## src/rtl/blink_pkg.sv

```systemverilog
// Shared types and constants for the multi-channel LED blinker.
// Latency: none; this package holds only types and constants.
// Backpressure: none; there is no logic in this package.
package blink_pkg;

  // Width of the channel index field in a configuration write
  localparam int CHAN_IDX_W = 5;

  // Per-channel operating mode
  typedef enum logic [1:0] {
    MODE_OFF   = 2'd0,
    MODE_ON    = 2'd1,
    MODE_BLINK = 2'd2,
    MODE_PWM   = 2'd3
  } mode_t;

endpackage

```

## src/rtl/blink_chan.sv

```systemverilog
// One LED channel: mode/period(/duty) registers, tick counter and registered LED drive.
// Latency: an accepted write forces led low on its own edge; ON lights one edge later; BLINK/PWM advance on ticks.
// Backpressure: none; a write strobe is always absorbed in the cycle it is presented. Duty storage exists only with BLINK_PWM_EN.
module blink_chan
  import blink_pkg::*;
#(
  parameter int CNT_WIDTH = 8
) (
  input  logic                 clk,
  input  logic                 rst,
  input  logic                 tick,
  input  logic                 sync,
  input  logic                 wr_en,
  input  mode_t                wr_mode,
  input  logic [CNT_WIDTH-1:0] wr_period,
`ifdef BLINK_PWM_EN
  input  logic [CNT_WIDTH-1:0] wr_duty,
`endif
  output logic                 led
);

  mode_t                mode_q;
  logic [CNT_WIDTH-1:0] period_q;
  logic [CNT_WIDTH-1:0] cnt_q;
  logic [CNT_WIDTH-1:0] cnt_nxt;
  logic                 cnt_last;
  logic                 led_nxt;
`ifdef BLINK_PWM_EN
  logic [CNT_WIDTH-1:0] duty_q;
  logic [CNT_WIDTH-1:0] phase_nxt;
`endif

  // Mode and period registers, loaded only by a write aimed at this channel.
  // The top hands over a period already forced to at least 1.
  always_ff @(posedge clk or negedge rst) begin
    if (!rst) begin
      mode_q   <= MODE_OFF;
      period_q <= CNT_WIDTH'(1);
    end else if (wr_en) begin
      mode_q   <= wr_mode;
      period_q <= wr_period;
    end
  end

`ifdef BLINK_PWM_EN
  // Duty register for PWM mode
  always_ff @(posedge clk or negedge rst) begin
    if (!rst) begin
      duty_q <= '0;
    end else if (wr_en) begin
      duty_q <= wr_duty;
    end
  end
`endif

  // Next counter and LED value: a write beats sync, and sync beats tick
  always_comb begin
    cnt_nxt  = cnt_q;
    led_nxt  = led;
    cnt_last = (cnt_q == (period_q - CNT_WIDTH'(1)));
`ifdef BLINK_PWM_EN
    phase_nxt = cnt_q;
`endif
    if (wr_en) begin
      cnt_nxt = '0;
      led_nxt = 1'b0;
    end else begin
      case (mode_q)
        MODE_ON: begin
          cnt_nxt = '0;
          led_nxt = 1'b1;
        end
        MODE_BLINK: begin
          if (sync) begin
            cnt_nxt = '0;
            led_nxt = 1'b0;
          end else if (tick) begin
            if (cnt_last) begin
              cnt_nxt = '0;
              led_nxt = ~led;
            end else begin
              cnt_nxt = cnt_q + CNT_WIDTH'(1);
            end
          end
        end
`ifdef BLINK_PWM_EN
        MODE_PWM: begin
          if (sync) begin
            phase_nxt = '0;
          end else if (tick) begin
            phase_nxt = cnt_last ? '0 : (cnt_q + CNT_WIDTH'(1));
          end
          cnt_nxt = phase_nxt;
          // LED follows the phase it is about to hold, so it never lags the counter
          led_nxt = (phase_nxt < duty_q);
        end
`endif
        default: begin
          cnt_nxt = '0;
          led_nxt = 1'b0;
        end
      endcase
    end
  end

  // Counter and LED registers
  always_ff @(posedge clk or negedge rst) begin
    if (!rst) begin
      cnt_q <= '0;
      led   <= 1'b0;
    end else begin
      cnt_q <= cnt_nxt;
      led   <= led_nxt;
    end
  end

endmodule

```

## src/rtl/blink_multi.sv

```systemverilog
// Multi-channel LED blinker: shared tick prescaler, config handshake/decode, CHANNELS x blink_chan.
// Latency: a write lands on its accept edge (led forced low); cfg_err is a one-cycle pulse on the next cycle.
// Backpressure: cfg_ready drops for exactly one cycle after every accepted write. PWM needs BLINK_PWM_EN.
module blink_multi
  import blink_pkg::*;
#(
  parameter int CHANNELS  = 4,
  parameter int CNT_WIDTH = 8,
  parameter int PRESCALE  = 4
) (
  input  logic                  clk,
  input  logic                  rst,
  input  logic                  sync,
  input  logic                  cfg_valid,
  output logic                  cfg_ready,
  input  logic [CHAN_IDX_W-1:0] cfg_chan,
  input  logic [1:0]            cfg_mode,
  input  logic [CNT_WIDTH-1:0]  cfg_period,
  input  logic [CNT_WIDTH-1:0]  cfg_duty,
  output logic                  cfg_err,
  output logic [CHANNELS-1:0]   led
);

  localparam int                PRE_W    = (PRESCALE > 1) ? $clog2(PRESCALE) : 1;
  localparam logic [PRE_W-1:0]  PRE_LAST = PRE_W'(PRESCALE - 1);
  localparam int                LIM_W    = CHAN_IDX_W + 1;
  localparam logic [LIM_W-1:0]  CHAN_LIM = LIM_W'(CHANNELS);

  logic [PRE_W-1:0]     pre_cnt;
  logic                 tick;
  logic                 accept;
  logic                 chan_ok;
  logic                 mode_ok;
  logic                 wr_ok;
  mode_t                wr_mode;
  logic [CNT_WIDTH-1:0] period_fix;
  logic [CHANNELS-1:0]  wr_sel;

  // Tick fires in the single cycle where the prescaler wraps
  assign tick = (pre_cnt == PRE_LAST);

  // Prescaler: free-running 0..PRESCALE-1, restarted by sync
  always_ff @(posedge clk or negedge rst) begin
    if (!rst) begin
      pre_cnt <= '0;
    end else if (sync || tick) begin
      pre_cnt <= '0;
    end else begin
      pre_cnt <= pre_cnt + PRE_W'(1);
    end
  end

  // Write decode: out-of-range channels and unsupported modes are rejected
  assign accept     = cfg_valid && cfg_ready;
  assign chan_ok    = ({1'b0, cfg_chan} < CHAN_LIM);
  assign wr_mode    = mode_t'(cfg_mode);
  assign period_fix = (cfg_period == '0) ? CNT_WIDTH'(1) : cfg_period;
`ifdef BLINK_PWM_EN
  assign mode_ok = 1'b1;
`else
  assign mode_ok = (wr_mode != MODE_PWM);
  // Duty has no home without PWM support
  logic unused_duty;
  assign unused_duty = ^cfg_duty;
`endif
  assign wr_ok = chan_ok && mode_ok;

  // Handshake: one dead cycle after each accept; error pulse for a rejected accept
  always_ff @(posedge clk or negedge rst) begin
    if (!rst) begin
      cfg_ready <= 1'b1;
      cfg_err   <= 1'b0;
    end else begin
      cfg_ready <= ~accept;
      cfg_err   <= accept && !wr_ok;
    end
  end

  for (genvar i = 0; i < CHANNELS; i++) begin : g_chan
    assign wr_sel[i] = accept && wr_ok && (cfg_chan == CHAN_IDX_W'(i));

    blink_chan #(
      .CNT_WIDTH (CNT_WIDTH)
    ) u_chan (
      .clk       (clk),
      .rst       (rst),
      .tick      (tick),
      .sync      (sync),
      .wr_en     (wr_sel[i]),
      .wr_mode   (wr_mode),
      .wr_period (period_fix),
`ifdef BLINK_PWM_EN
      .wr_duty   (cfg_duty),
`endif
      .led       (led[i])
    );
  end

endmodule

```

## config.mk

```make
export PLATFORM = sky130hd
export DESIGN_NAME = blink_multi
export DESIGN_NICKNAME = d
export VERILOG_FILES = /design/src/rtl/blink_pkg.sv /design/src/rtl/blink_chan.sv /design/src/rtl/blink_multi.sv
export SDC_FILE = /design/constraint.sdc
export NUM_CORES = 1
export LEC_CHECK = 0
export CAP_MARGIN = 10
export CORE_ASPECT_RATIO = 1.5
export CORE_MARGIN = 8
export CORE_UTILIZATION = 60
export CTS_BUF_LIST = sky130_fd_sc_hd__clkbuf_16
export DETAILED_ROUTE_END_ITERATION = 10
export PLACE_DENSITY = 0.79
export SLEW_MARGIN = 0
export SYNTH_ARGS = -nofsm -noshare
export SYNTH_HDL_FRONTEND = slang
export SYNTH_SLANG_ARGS = --single-unit
export TNS_END_PERCENT = 20
```

## constraint.sdc

```tcl
create_clock -name clk -period 7.83 [get_ports clk]
set_clock_uncertainty 0.05 [all_clocks]
set_input_delay 2.349 -clock clk [delete_from_list [all_inputs] [get_ports clk]]
set_output_delay 2.349 -clock clk [all_outputs]
set_load 0.02 [all_outputs]
```

==> results.json <==
{
  "critPathMaxFanout": 14,
  "syn_avg_cell_area_um2": 9.82,
  "root_buffer": "clkbuf_16",
  "cp_num_buf_inv": 1,
  "grt_pass1_wl_um": 18600,
  "diodes": 0,
  "viasPerCell": 5.96,
  "maxSlewViolCount": 0,
  "place.gp.congestion": 0.870,
  "grt-ovfl-total": 0,
  "seq_area_frac_synth": 0.415,
  "irDropWorstVdd_mv": 0.140,
  "cp.required_ps": 7990,
  "period_share": 0.599,
  "cpMaxStageDelayCell": "nand4_1",
  "hpwl_um": 7690,
  "clock_path_buffers": 2,
  "fmax_ghz": 0.213,
  "cts_resized": 0,
  "initial_core_util": 0.612,
  "layout_common_cells": "dfrtp_1, nand2_1, nor2_1, xnor2_1",
  "crit_chain": "clkdlybuf4s50_1, a2111oi_4, nand4_1, a21oi_1, nand4_1, xor2_1, nor2_1",
  "syn_to_final_growth_pct": 12.3,
  "synth_edf_count": 0,
  "via_count": 3691,
  "cts.sinks": 80,
  "die_h_um": 126,
  "slowest_delay_ps": 620,
  "clk_pin_slew_ps": 60,
  "fin_setup_tns_ps": 0,
  "first_pass_iters": 4,
  "fp.dieArea_um2": 11300,
  "grt_max_degree": 81,
  "top_layer_used": "met4",
  "drt_wl_total_um": 10900,
  "io_pins": 33,
  "drv_cap": 0,
  "first_iter_violations": 202,
  "setup_violations": 0,
  "htree_levels": 3,
  "cts_setup_buffers": 0,
  "synthArstFlopShare": 1.00,
  "status": "finished, final reports clean",
  "worst_pin_slew_ps": 989,
  "cts_made_buffers": 9,
  "cp_top_family": "compound AO/OA/AOI/OAI gates",
  "tritoncts": "built",
  "wl_met2_um": 6000,
  "core_um2": 7910,
  "synthCells": 493,
  "dr_wl_met3_um": 376,
  "powerDensity_nw_per_um2": 226,
  "portBuffers": 24,
  "ys_types": 59,
  "routedWlPerCell_um": 17.6,
  "fp.dieW_um": 89.3,
  "postCtsHoldBufs": 0,
  "period_minus_slack_ps": 4690,
  "end_kind": "register",
  "cp-start-kind": "input port",
  "final_common_cell": "dfrtp_1",
  "critical_path_arrival_ps": 4850,
  "rsz0062_at_grt": "no",
  "cellLeakagePower_nw": 2.28,
  "wl_met1_um": 4310,
  "syn-cell-area_um2": 4840,
  "crit_top_cell": "nand4_1",
  "drive_gt1_frac": 0.136,
  "fin_util": 0.687,
  "ant_nets": 0,
  "ys_ff_latch": 80,
  "drc": 0,
  "synth_warnings": 0,
  "antenna_found_initial": 0,
  "synth_ff_type": "dfrtp_1",
  "syn_nets": 537,
  "rows": 40,
  "hold_violations": 0,
  "gr-usage-all-layers": 0.210,
  "clock_latency_ps": 340,
  "max_slew_margin": 0.341,
  "fin_nets": 553,
  "crit_type": "in2reg",
  "grt_pass1_vias": 3768,
  "hold_class": "reg2reg"
}
-- logic make-up after synthesis --
family,count (synthesis),synth area share
multiplexers,30,0.0703
AO/OA/AOI/OAI,74,0.111
buffers and inverters,47,0.0414
AND/OR/NAND/NOR,185,0.209
flip-flops,80,0.415
adder cells (fa/ha/maj),18,0.0460
XOR/XNOR,59,0.107
-- power by group --
part	switching (mW)	leakage, nW	internal (mW)
Clock	0.166	0.153	0.279
Combinational	0.149	1.08	0.127
Sequential	0.0485	1.04	0.457
-- registers in the layout, indices dropped and copies added (netlist names) --
register and count:
g_chan.u_chan.led 4, cfg_ready 1, g_chan.u_chan.mode_q 8, cfg_err 1, g_chan.u_chan.cnt_q 32, pre_cnt 2, g_chan.u_chan.period_q 32
-- cells in the mapped netlist (3+ instances only) --
master	number	share of area
a21oi_1	16	0.017
and3_1	8	0.010
nand4_1	18	0.023
nor3b_1	4	0.0062
nor2b_1	10	0.013
a31oi_1	7	0.0090
dfstp_2	5	0.027
xnor2_1	32	0.058
dfrtp_1	75	0.39
or3_1	4	0.0052
nor4_1	7	0.0090
o2111ai_1	3	0.0054
nor2_1	38	0.029
nand2b_1	5	0.0065
nand3b_1	4	0.0062
o21bai_2	3	0.0070
o21ai_0	26	0.027
nor3_1	18	0.019
inv_1	27	0.021
nand2_1	42	0.033
xor2_1	27	0.049
ha_1	17	0.044
buf_4	4	0.0062
o211ai_1	4	0.0062
clkbuf_1	13	0.010
nand3_1	8	0.0083
mux2_2	27	0.063
-- final cells by class --
type                       instances  area, um2
multi-input combinational        366       2630
tap                              105        131
timing repair buffer              24        238
clock buffer                       9        225
sequential                        80       2010
fill                             633       2470
clock inverter                     7       93.8
inverter                          28        105
-- path summary, 6_finish.rpt --
path | startpoint | endpoint | slack [ps] | cells after the start
setup reg to reg | g_chan[3].u_chan.period_q[0] | g_chan[3].u_chan.led | 5210 | 7
max in group asynchronous | rst | g_chan[1].u_chan.cnt_q[1] | 4970 | 1
hold reg to reg | pre_cnt[0] | pre_cnt[0] | 390 | 1
hold / removal | pre_cnt[0] | pre_cnt[0] | 390 | 1
min in group asynchronous | rst | g_chan[0].u_chan.cnt_q[7] | 2110 | 1
setup / recovery | cfg_mode[0] | g_chan[2].u_chan.cnt_q[7] | 3140 | 7
-- stage by stage --
step / hold slack [ps] / setup slack, ps / instances / power, mW / cell area, um2
finish: 390 / 3140 / 619 / 1.23 / 5430
global route: 413 / 2950 / 619 / 1.28 / 5430
CTS: 390 / 3160 / 619 / 1.23 / 5430
detailed placement: 380 / 2830 / 603 / 0.782 / 5110
global placement: 364 / 2860 / 603 / 0.766 / 5110
floorplan: 352 / 3870 / 493 / 0.704 / 4840
-- metal layers --
| layer | vias to the layer above | GRT usage |
|---|---|---|
| met3 | 20 | 0.0313 |
| met2 | 78 | 0.366 |
| met1 | 1830 | 0.245 |
| li1 | 1763 | - |
| met5 | - | 0 |
| met4 | 0 | 0.0837 |
(Power assumes the default switching activity.)
